$ cat config.mk
export PLATFORM = sky130hd
export DESIGN_NAME = pkt_blk_asm
export DESIGN_NICKNAME = d
export VERILOG_FILES = /design/src/rtl/pkt_blk_asm.sv
export SDC_FILE = /design/constraint.sdc
export NUM_CORES = 1
export LEC_CHECK = 0
export ABC_AREA = 1
export CAP_MARGIN = 0
export CORE_MARGIN = 4
export CORE_UTILIZATION = 30
export CTS_BUF_LIST = sky130_fd_sc_hd__clkbuf_8 sky130_fd_sc_hd__clkbuf_16
export DETAILED_ROUTE_END_ITERATION = 10
export PLACE_DENSITY = 0.53
export SLEW_MARGIN = 20
export SYNTH_ARGS = -nofsm -noshare
export SYNTH_HDL_FRONTEND = slang
export SYNTH_SLANG_ARGS = --single-unit
$ cat constraint.sdc
create_clock -name clk -period 47.8 [get_ports clk]
set_input_delay 9.56 -clock clk [delete_from_list [all_inputs] [get_ports clk]]
set_output_delay 9.56 -clock clk [all_outputs]
set_load 0.02 [all_outputs]
$ cat src/rtl/pkt_blk_asm.sv
// pkt_blk_asm: collects NPKT position-tagged packets into one block.
// Ports: clk, reset (async, active-high);
//   data = {pos, payload}, avl (packet valid), flush (abort block);
//   blk_rdy (downstream accepts); in_rdy (packet can be taken);
//   blk (slot k at [k*PKT_W +: PKT_W]), blk_vld (block complete);
//   rcv_cnt (distinct slots filled); dup_err and ovf_err (drop pulses).
module pkt_blk_asm #(
    parameter int PKT_W = 29,
    parameter int NPKT  = 16,
    parameter int POS_W = 4
) (
    input  logic                    clk,
    input  logic                    reset,
    input  logic [POS_W+PKT_W-1:0]  data,
    input  logic                    avl,
    input  logic                    flush,
    input  logic                    blk_rdy,
    output logic                    in_rdy,
    output logic [NPKT*PKT_W-1:0]   blk,
    output logic                    blk_vld,
    output logic [POS_W:0]          rcv_cnt,
    output logic                    dup_err,
    output logic                    ovf_err
);

    typedef enum logic {FILL, FULL} state_t;

    state_t            state;
    state_t            state_nxt;
    logic [NPKT-1:0]   mask;
    logic [NPKT-1:0]   mask_nxt;
    logic [POS_W:0]    cnt_nxt;
    logic              wr;
    logic              dup;
    logic              ovf;
    logic [POS_W-1:0]  pos;
    logic [PKT_W-1:0]  pld;

    assign pos     = data[POS_W+PKT_W-1 -: POS_W];
    assign pld     = data[PKT_W-1:0];
    assign in_rdy  = (state == FILL);
    assign blk_vld = (state == FULL);

    always_ff @(posedge clk or posedge reset) begin
        if (reset) begin
            state   <= FILL;
            mask    <= '0;
            rcv_cnt <= '0;
            dup_err <= 1'b0;
            ovf_err <= 1'b0;
        end else begin
            state   <= state_nxt;
            mask    <= mask_nxt;
            rcv_cnt <= cnt_nxt;
            dup_err <= dup;
            ovf_err <= ovf;
        end
    end

    // flush wins over everything; a packet offered while FULL is
    // dropped even when the handshake happens in the same cycle.
    always_comb begin
        state_nxt = state;
        mask_nxt  = mask;
        cnt_nxt   = rcv_cnt;
        wr        = 1'b0;
        dup       = 1'b0;
        ovf       = 1'b0;
        if (flush) begin
            state_nxt = FILL;
            mask_nxt  = '0;
            cnt_nxt   = '0;
        end else if (state == FILL) begin
            if (avl) begin
                if (mask[pos]) begin
                    dup = 1'b1;
                end else begin
                    wr            = 1'b1;
                    mask_nxt[pos] = 1'b1;
                    cnt_nxt       = rcv_cnt + 1'b1;
                    if (rcv_cnt == (POS_W+1)'(NPKT-1))
                        state_nxt = FULL;
                end
            end
        end else begin
            ovf = avl;
            if (blk_rdy) begin
                state_nxt = FILL;
                mask_nxt  = '0;
                cnt_nxt   = '0;
            end
        end
    end

    // Buffer is only cleared by reset; stale slots are masked by state.
    for (genvar k = 0; k < NPKT; k++) begin : g_slot
        always_ff @(posedge clk or posedge reset) begin
            if (reset)
                blk[k*PKT_W +: PKT_W] <= '0;
            else if (wr && pos == POS_W'(k))
                blk[k*PKT_W +: PKT_W] <= pld;
        end
    end

endmodule

==> results_dict.tcl <==
set metrics [dict create \
    yosys_warnings 0 \
    track_usage_pct 22.3 \
    place.gp.congestion 0.826 \
    ant_nets 0 \
    peakVddDrop_uv 24.9 \
    core-area_mm2 0.0688 \
    path_max_fanout 100 \
    detail_route.wirelength_mm 85.5 \
    chipWidth_um 272 \
    clockRootBuffer "clkbuf_16" \
    hold_violations 0 \
    fin_cells 3682 \
    cts_resized 0 \
    drt_first_pass_iters 8 \
    cap_violations 0 \
    cts.htree.levels 2 \
    critPathMaxStageDelay_ns 0.98 \
    grt_pass1_vias 18900 \
    grt_max_degree 214 \
    routed_via_density 5.26 \
    antenna_cells 0 \
    p_sw_uw 460 \
    chipHeight_um 272 \
    clk_transition_reported_paths_ns 0.06 \
    timing.fmax_ghz 0.0711 \
    cts_sinks 488 \
    cp.arrival_ns 14.61 \
    share_seq_of_total_power_pct 39.3 \
    leakagePower_uw 0.0138 \
    crit_family "buffers and inverters" \
    cts-buffers-inserted 55 \
    fin_tns_setup_ns 0 \
    layout_common_cells "1021 x nand2_1, 506 x clkdlybuf4s50_1, 488 x dfrtp_1" \
    grt_setup_unrepaired "no" \
    hold_path.class "register to register" \
    clk_latency_ns 0.61 \
    synth-seq-cells 488 \
    nNetsFinal 2747 \
    seq_area_frac_synth_pct 58.5 \
    start_util_pct 30.3 \
    final.period_utilization_pct 29.4 \
    r2r_cells 6 \
    ff2ff_setup_slack_ns 43.31 \
    routedWlPerCell_um 23.2 \
    fin_skew_ns 0.0278 \
    path_cells "clkdlybuf4s50_1, nor2_4, buf_4, buf_4, buf_4, nand4_1, nand2_1" \
    critPathBufInv 4 \
    drive_gt1_share_pct 6.11 \
    synth_area_per_cell_um2 8.80 \
    p_clk_share_pct 31.7 \
    drv_slew 0 \
    mostFrequentLayoutCell "nand2_1" \
    yosysUniqueCellTypes 20 \
    io_pins 511 \
    power.internal_uw 913 \
    endpoint_kind "register" \
    synth_nets 2412 \
    dp_hpwl_mm 52.5 \
    cts_setup_buffers 0 \
    synth_area_mm2 0.0209 \
    row_count 96 \
    critPathLaunchType "primary input" \
    area_delta_synth_final_pct 34.9 \
    period_needed_ns 14.07 \
    clock_path_buffers 3 \
    place_inst 3581 \
    crit_path_top_delay_cell "nor2_4" \
    crit_type "primary input to register" \
    worstMarginPinSlew_ns 1.22 \
    hold_path_depth 2 \
    p_per_area_mw_per_mm2 48.7 \
    p_sw_share_pct 33.5 \
    slew_headroom_pct 18.7 \
    finalSetupViolCount 0 \
    path_depth 7 \
    via_count 19400 \
    gr-total-overflow 0 \
    path_common_cell "buf_4" \
    drc 0 \
    numPortBuffers 510 \
    fillers 6729 \
    comb_power_share_pct 29.0 \
    antenna_found_initial 1 \
    status "complete, no violations" \
    grt_first_pass_wirelength_mm 129 \
    dieArea_mm2 0.0739 \
    ctsHoldBuffers 0 \
    worstPathRequired_ns 48.34 \
    drtIter0Drc 2042 \
    synthCells 2372 \
    cts_tree "yes" \
]
final cells by class:
class | count | area (um2) | share of cell area, %
inverters | 20 | 82.6 | 0.293
clock buffers | 72 | 1610 | 5.72
multi-input cells | 1594 | 7450 | 26.4
flip-flops and latches | 488 | 12200 | 43.4
clock inverters | 29 | 248 | 0.879
well taps | 931 | 1160 | 4.14
repair buffers | 548 | 5410 | 19.2
cell families after synthesis:
kind of cell             count (synthesis)  synth area share (%)
AND/OR/NAND/NOR                       1573                  34.6
flip-flops                             488                  58.5
buffers and inverters                  290                  6.37
AO/OA/AOI/OAI                           19                 0.455
adder cells (fa/ha/maj)                  2                 0.120
layer usage:
metal  up-vias  track usage, %  routed length, um
li1       8659               -                  -
met2       934            33.5              37300
met3       119            7.13               9000
met1      9659            31.5              37300
met4         0            5.20               1910
met5         -               0                  0
power groups by stage:
stage	combinational, uW	clock (uW)	sequential (uW)
floorplan	94.8	0	631
global placement	396	0	544
detailed placement	399	0	544
CTS	400	445	540
global route	424	463	550
finish	398	435	540
tightest hold or removal path, cell delays in order (launching register included):
cell     delay (ns)
dfrtp_1        0.34
nand2_1        0.05
nand2_1        0.05
final timing paths:
path | from | end
max reg2reg | blk_vld$_DFF_PP0_ | blk[230]$_DFFE_PP0P_
max in group asynchronous | reset | blk[287]$_DFFE_PP0P_
min | blk[327]$_DFFE_PP0P_ | blk[327]$_DFFE_PP0P_
max | flush | blk[230]$_DFFE_PP0P_
min reg2reg | blk[327]$_DFFE_PP0P_ | blk[327]$_DFFE_PP0P_
min in group asynchronous | reset | blk[329]$_DFFE_PP0P_
Yosys cell counts, drive strengths merged:
cell type,instances,share of area [%]
clkbuf,180,3.2
ha,2,0.12
nand2,1025,18
nor4,2,0.060
o21ai,18,0.43
inv,20,0.36
dfrtp,488,58
nand4,480,15
nor3,3,0.13
nor2,41,0.77
buf,90,2.8
a21oi,1,0.024
nand3,22,0.53
state kept, by name, summed over array words and instances (netlist names):
register,count
rcv_cnt,5
ovf_err,1
blk,464
dup_err,1
mask,16
blk_vld,1
through the flow:
step | setup WS (ns) | hold WS (ns) | cell area, um2 | util [%] | power, uW
floorplan | 24.62 | 0.459 | 20900 | - | 726
global placement | 33.46 | 0.462 | 26300 | 38.2 | 940
detailed placement | 33.36 | 0.465 | 26300 | 38.2 | 942
CTS | 34.03 | 0.481 | 28200 | 40.9 | 1380
global route | 33.45 | 0.498 | 28200 | 40.9 | 1440
finish | 33.73 | 0.476 | 28200 | 40.9 | 1370
No activity file was read; power rests on OpenSTA's default activity.
